## src/rtl/lsu.sv

```systemverilog
// ----------------------------------------------------------------------------
// lsu - rv32i load/store unit
//
// Takes the ALU effective address and runs one data-memory transaction per
// request over a grant/valid handshake. Stores get byte enables and
// lane-replicated data. Loads return sign- or zero-extended data. Misaligned
// accesses and illegal funct3 values finish without a memory access and
// report resp_fault.
//
// Ports:
//   clk, rst                  clock, synchronous active-high reset
//   req_valid/ready           request handshake from the core (ready in IDLE)
//   req_store, req_funct3     operation kind (RV32I funct3 encoding)
//   req_addr, req_wdata       effective byte address and store data (rs2)
//   resp_valid                one-cycle completion pulse
//   resp_rdata, resp_fault    extended load data (0 for stores/faults), fault
//   mem_req/we/addr/be/wdata  memory request, held stable until mem_gnt
//   mem_gnt                   memory accepted the request
//   mem_rvalid, mem_rdata     load data return
// ----------------------------------------------------------------------------
module lsu #(
  parameter int DataWidth = 32,  // OperandSize; only 32 is supported
  parameter int AddrWidth = 32
) (
  input  logic                 clk,
  input  logic                 rst,
  input  logic                 req_valid,
  output logic                 req_ready,
  input  logic                 req_store,
  input  logic [2:0]           req_funct3,
  input  logic [AddrWidth-1:0] req_addr,
  input  logic [DataWidth-1:0] req_wdata,
  output logic                 resp_valid,
  output logic [DataWidth-1:0] resp_rdata,
  output logic                 resp_fault,
  output logic                 mem_req,
  output logic                 mem_we,
  output logic [AddrWidth-1:0] mem_addr,
  output logic [3:0]           mem_be,
  output logic [DataWidth-1:0] mem_wdata,
  input  logic                 mem_gnt,
  input  logic                 mem_rvalid,
  input  logic [DataWidth-1:0] mem_rdata
);

  typedef enum logic [1:0] {
    IDLE = 2'd0,
    REQ  = 2'd1,
    WAIT = 2'd2,
    RESP = 2'd3
  } state_e;

  // Misaligned halfword/word or a funct3 outside the legal load/store set.
  function automatic logic is_fault(input logic store, input logic [2:0] f3,
                                    input logic [1:0] off);
    logic legal;
    logic misaligned;
    case (f3)
      3'b000:  legal = 1'b1;
      3'b001:  legal = 1'b1;
      3'b010:  legal = 1'b1;
      3'b100:  legal = ~store;
      3'b101:  legal = ~store;
      default: legal = 1'b0;
    endcase
    case (f3[1:0])
      2'b01:   misaligned = off[0];
      2'b10:   misaligned = (off != 2'b00);
      default: misaligned = 1'b0;
    endcase
    return ~legal | misaligned;
  endfunction

  // Byte enables; loads always read the full word.
  function automatic logic [3:0] calc_be(input logic store, input logic [2:0] f3,
                                         input logic [1:0] off);
    logic [3:0] be;
    if (store) begin
      case (f3[1:0])
        2'b00:   be = 4'b0001 << off;
        2'b01:   be = 4'b0011 << {off[1], 1'b0};
        default: be = 4'b1111;
      endcase
    end else begin
      be = 4'b1111;
    end
    return be;
  endfunction

  // Replicate the store data into every lane so the enables pick the target.
  function automatic logic [31:0] calc_wdata(input logic store, input logic [2:0] f3,
                                             input logic [31:0] wd);
    logic [31:0] res;
    if (store) begin
      case (f3[1:0])
        2'b00:   res = {4{wd[7:0]}};
        2'b01:   res = {2{wd[15:0]}};
        default: res = wd;
      endcase
    end else begin
      res = 32'h0000_0000;
    end
    return res;
  endfunction

  // Pick the addressed lane from the read word and extend it.
  function automatic logic [31:0] load_extract(input logic [2:0] f3, input logic [1:0] off,
                                               input logic [31:0] word);
    logic [7:0]  b;
    logic [15:0] h;
    logic [31:0] res;
    b = word[{off, 3'b000} +: 8];
    h = word[{off[1], 4'b0000} +: 16];
    case (f3)
      3'b000:  res = {{24{b[7]}}, b};
      3'b001:  res = {{16{h[15]}}, h};
      3'b100:  res = {24'h00_0000, b};
      3'b101:  res = {16'h0000, h};
      default: res = word;
    endcase
    return res;
  endfunction

  state_e                 state_q, state_d;
  logic                   store_q, store_d;
  logic [2:0]             funct3_q, funct3_d;
  logic [1:0]             off_q, off_d;
  logic                   mem_req_q, mem_req_d;
  logic                   mem_we_q, mem_we_d;
  logic [AddrWidth-1:0]   mem_addr_q, mem_addr_d;
  logic [3:0]             mem_be_q, mem_be_d;
  logic [DataWidth-1:0]   mem_wdata_q, mem_wdata_d;
  logic                   resp_valid_q, resp_valid_d;
  logic [DataWidth-1:0]   resp_rdata_q, resp_rdata_d;
  logic                   resp_fault_q, resp_fault_d;
  logic                   fault_s;

  // Fault classification of the request currently presented.
  always_comb begin
    fault_s = is_fault(req_store, req_funct3, req_addr[1:0]);
  end

  // Next-state and next-output logic for the transaction FSM.
  always_comb begin
    state_d      = state_q;
    store_d      = store_q;
    funct3_d     = funct3_q;
    off_d        = off_q;
    mem_req_d    = mem_req_q;
    mem_we_d     = mem_we_q;
    mem_addr_d   = mem_addr_q;
    mem_be_d     = mem_be_q;
    mem_wdata_d  = mem_wdata_q;
    resp_valid_d = 1'b0;
    resp_rdata_d = resp_rdata_q;
    resp_fault_d = resp_fault_q;
    case (state_q)
      IDLE: begin
        if (req_valid) begin
          store_d      = req_store;
          funct3_d     = req_funct3;
          off_d        = req_addr[1:0];
          mem_addr_d   = {req_addr[AddrWidth-1:2], 2'b00};
          mem_be_d     = calc_be(req_store, req_funct3, req_addr[1:0]);
          mem_wdata_d  = calc_wdata(req_store, req_funct3, req_wdata);
          resp_rdata_d = '0;
          resp_fault_d = fault_s;
          if (fault_s) begin
            // Faulting ops never reach memory.
            mem_req_d    = 1'b0;
            mem_we_d     = 1'b0;
            resp_valid_d = 1'b1;
            state_d      = RESP;
          end else begin
            mem_req_d = 1'b1;
            mem_we_d  = req_store;
            state_d   = REQ;
          end
        end else begin
          state_d = IDLE;
        end
      end
      REQ: begin
        if (mem_gnt) begin
          mem_req_d = 1'b0;
          mem_we_d  = 1'b0;
          if (store_q) begin
            resp_valid_d = 1'b1;
            state_d      = RESP;
          end else begin
            state_d = WAIT;
          end
        end else begin
          state_d = REQ;
        end
      end
      WAIT: begin
        if (mem_rvalid) begin
          resp_rdata_d = load_extract(funct3_q, off_q, mem_rdata);
          resp_valid_d = 1'b1;
          state_d      = RESP;
        end else begin
          state_d = WAIT;
        end
      end
      RESP: begin
        state_d = IDLE;
      end
      default: begin
        state_d = IDLE;
      end
    endcase
  end

  // State and registered outputs.
  always_ff @(posedge clk) begin
    if (rst) begin
      state_q      <= IDLE;
      store_q      <= 1'b0;
      funct3_q     <= 3'b000;
      off_q        <= 2'b00;
      mem_req_q    <= 1'b0;
      mem_we_q     <= 1'b0;
      mem_addr_q   <= '0;
      mem_be_q     <= 4'b0000;
      mem_wdata_q  <= '0;
      resp_valid_q <= 1'b0;
      resp_rdata_q <= '0;
      resp_fault_q <= 1'b0;
    end else begin
      state_q      <= state_d;
      store_q      <= store_d;
      funct3_q     <= funct3_d;
      off_q        <= off_d;
      mem_req_q    <= mem_req_d;
      mem_we_q     <= mem_we_d;
      mem_addr_q   <= mem_addr_d;
      mem_be_q     <= mem_be_d;
      mem_wdata_q  <= mem_wdata_d;
      resp_valid_q <= resp_valid_d;
      resp_rdata_q <= resp_rdata_d;
      resp_fault_q <= resp_fault_d;
    end
  end

  // Ready only in IDLE and never while reset is asserted.
  assign req_ready  = (state_q == IDLE) & ~rst;
  assign resp_valid = resp_valid_q;
  assign resp_rdata = resp_rdata_q;
  assign resp_fault = resp_fault_q;
  assign mem_req    = mem_req_q;
  assign mem_we     = mem_we_q;
  assign mem_addr   = mem_addr_q;
  assign mem_be     = mem_be_q;
  assign mem_wdata  = mem_wdata_q;

endmodule

```

## config.mk

```make
export PLATFORM = sky130hd
export DESIGN_NAME = lsu
export DESIGN_NICKNAME = d
export VERILOG_FILES = /design/src/rtl/lsu.sv
export SDC_FILE = /design/constraint.sdc
export NUM_CORES = 1
export LEC_CHECK = 0
export CAP_MARGIN = 40
export CORE_ASPECT_RATIO = 1.25
export CORE_MARGIN = 2
export CORE_UTILIZATION = 55
export DETAILED_ROUTE_END_ITERATION = 8
export DONT_BUFFER_PORTS = 1
export PLACE_DENSITY = 0.76
export SYNTH_ARGS = -nofsm -noshare
export SYNTH_HDL_FRONTEND = slang
export SYNTH_SLANG_ARGS = --single-unit
```

## constraint.sdc

```tcl
create_clock -name clk -period 3.8 [get_ports clk]
set_input_delay 0.57 -clock clk [delete_from_list [all_inputs] [get_ports clk]]
set_output_delay 0.57 -clock clk [all_outputs]
set_load 0.1 [all_outputs]
```

==> results.ini <==
[routing]
vias_per_cell=6.152
postRouteAntennaNets=0
wl_per_cell_um=20.06
drt-total-wl_mm=14.35
drcViolationCount=0
drt_pre_antenna_iters=5
vias_after_detailed_routing=4399
dr.first_iter.drc_count=310

[clocking]
tritoncts=done
cts.sinks=110
cts_htree_levels=3
post_cts_buffers=0
tritoncts.num_buffers=9
cts_hold_bufs=0
clock_latency_ps=380
maximum_count_of_clock_buffers_along_a_single_path=2
clock_pin_slew_on_the_worst_setup_and_hold_paths_ps=100
cts_root_buf=clkbuf_8
cts_resized=0

[synth]
yosys-top-cells-area=dfxtp_1 (47%), nand2_1 (8.0%), a21oi_1 (6.9%)
synth_cells=538
ys.flop_type=dfxtp_1
synth_enable_flop_cells=0
synthArstFlopShare_pct=0
synth_area_leader_cell=dfxtp_1
ys_ff_latch=110
syn_area_mm2=0.004653
synthDominantCellAreaShare_pct=47.32
synthDistinctLibCells=44
post_synth.cell_area_avg_um2=8.649
synth-seq-area-share_pct=47.32
ys_warn_count=0

[critical_path]
path_type_of_the_worst_setup_path=register to register
cp_top_family=compound AO/OA/AOI/OAI gates
setup.worst_path.start_class=register
path_buf_inv=0
crit_path_start=off_q[1]$_SDFFE_PP0P_
crit-reg2reg-launch=off_q[1]$_SDFFE_PP0P_
cell_with_the_largest_stage_delay_on_the_worst_path=dfxtp_1
critical-path-max-stage-delay_ps=820
critPathCaptureType=register
required_time_at_the_worst_slack_endpoint_ps=4120
data_arrival_time_of_the_critical_path_ps=2670
worstPathMaxFanout=21
crit_chain=mux2_2 > nand2_1 > a2111oi_4 > a221o_2

[power]
worst_ir_drop_on_vdd_mv=0.3523
leakagePower_uw=0.002585
power_per_cell_area_mw_per_mm2=469.8
totalPowerFinal_uw=3088

[floorplan]
floorplan.io_pins=210
overall_die_area_mm2=0.009217
die_y_um=106.8
core_area_mm2=0.008240
floorplan.initialDensity_pct=56.47
std_cell_rows=37
fp.dieW_um=86.27

[sta]
tightest_slew_ps=968.8
report.final.hold_viol_count=0
layout_min_cycle_time_ps=2357
fin_max_slew_vios=0
final.setup.tns_ps=0
maxSlewHeadroom_pct=35.41
period_share_pct=62.02
max_freq_mhz=424.3
rsz0062_at_grt=false
worst_clock_skew_ps=8.274
timing.final.setup_violations=0

[global_routing]
groute.usage.overall_pct=30.99
first_global_vias=4511
antenna_found_initial=0
grt_pass1_wl_mm=22.61
grt_remaining_overflow=0
grt_start_max_net_pins=76

[cells_and_area]
syn2layout_area_growth_pct=41.25
antenna-diode-count=0
most-common-layout-cells=dfxtp_1 (110), nand2_1 (99), buf_8 (87), a21oi_1 (63), nor2_1 (34)
post_route_cells_drive_above_1_share_pct=26.38
filler_cell_count=470
fin_nets=721
final_common_cell=dfxtp_1

[place]
port_buffers=0
post-dp-hpwl_mm=10.88
gpl.final_weighted_congestion=0.9203

[min_path]
worst_hold_startpoint=rst
hp-class=input port to register

[run_status]
outcome=complete, no violations

[job]
cap_violations=0

Yosys cell counts (all sizes together) (2+ instances only):
library cell / count
a32o: 3
a31oi: 3
or3: 7
nor3b: 2
nand3: 10
a221o: 25
dfxtp: 110
nand2: 99
a21o: 9
inv: 9
and2: 9
a21oi: 64
o21ai: 30
buf: 8
nor3: 3
nand3b: 3
ha: 3
clkbuf: 37
mux2: 17
nand2b: 3
or3b: 2
o32ai: 4
a22oi: 25
nor2: 34
and3: 2
o31ai: 4
worst register-to-register path, stage by stage (launching register included):
cell and delay, ps:
dfxtp_1 820, mux2_2 310, nand2_1 100, a2111oi_4 820
a221o_2 250
layer usage:
layer	GRT usage, %	vias up	wire length, um
met4	16.52	0	604
met5	0	-	0
met3	8.622	47	1218
met2	55.37	220	7569
met1	32.52	2075	4953
li1	-	2057	-
registers in the layout, summed over array words and instances (netlist names):
register,count
off_q,2
mem_wdata,32
mem_req,1
resp_fault,1
state_q,2
funct3_q,3
mem_be,4
store_q,1
resp_valid,1
mem_we,1
resp_rdata,32
mem_addr,30
report_power, final:
group / total (uW) / leakage (uW) / switching [uW] / internal (uW)
clock: 659 / 0.0000864 / 413 / 247
sequential: 1330 / 0.000897 / 97.5 / 1230
combinational: 1100 / 0.00160 / 756 / 343
logic make-up (layout without fill, tap and decap cells):
logic type | count (synthesis) | after routing | share of synthesized area (%)
flip-flops | 110 | 110 | 47.32
other | 1 | 2 | 0.08059
AND/OR/NAND/NOR | 177 | 177 | 16.62
buffers and inverters | 54 | 133 | 4.759
AO/OA/AOI/OAI | 175 | 175 | 25.73
multiplexers | 18 | 18 | 4.679
adder cells (fa/ha/maj) | 3 | 3 | 0.8068
layout make-up:
cell class / count / area (um^2) / share of cell area, %
Clock buffer: 9 / 123.9 / 1.885
Tap cell: 97 / 121.4 / 1.847
Timing Repair Buffer: 108 / 1784 / 27.15
Inverter: 9 / 33.78 / 0.5140
Sequential cell: 110 / 2202 / 33.50
Clock inverter: 7 / 58.81 / 0.8947
Multi-Input combinational cell: 375 / 2248 / 34.21
final timing paths:
path	slack, ps	endpoint	cells past startpoint
worst max-delay path	1440	resp_rdata[29]$_SDFFE_PP0P_	4
worst min-delay path	260	mem_addr[28]$_SDFFE_PP0P_	1
worst max register to register	1440	resp_rdata[29]$_SDFFE_PP0P_	4
worst min register to register	480	mem_addr[5]$_SDFFE_PP0P_	2
per-stage QoR:
stage | utilization (%) | instance area [um^2] | instances | setup slack (ps) | hold WS [ps]
after floorplan | - | 4657 | 539 | 239.0 | 481.3
after global placement | 56.59 | 4663 | 596 | 1562 | 494.7
after detailed placement | 77.45 | 6382 | 698 | 1421 | 467.5
after CTS | 79.67 | 6565 | 714 | 1487 | 231.6
after global routing | 79.76 | 6573 | 715 | 1349 | 231.2
final | 79.76 | 6573 | 715 | 1443 | 263.6
No activity file was read; power rests on OpenSTA's default activity.
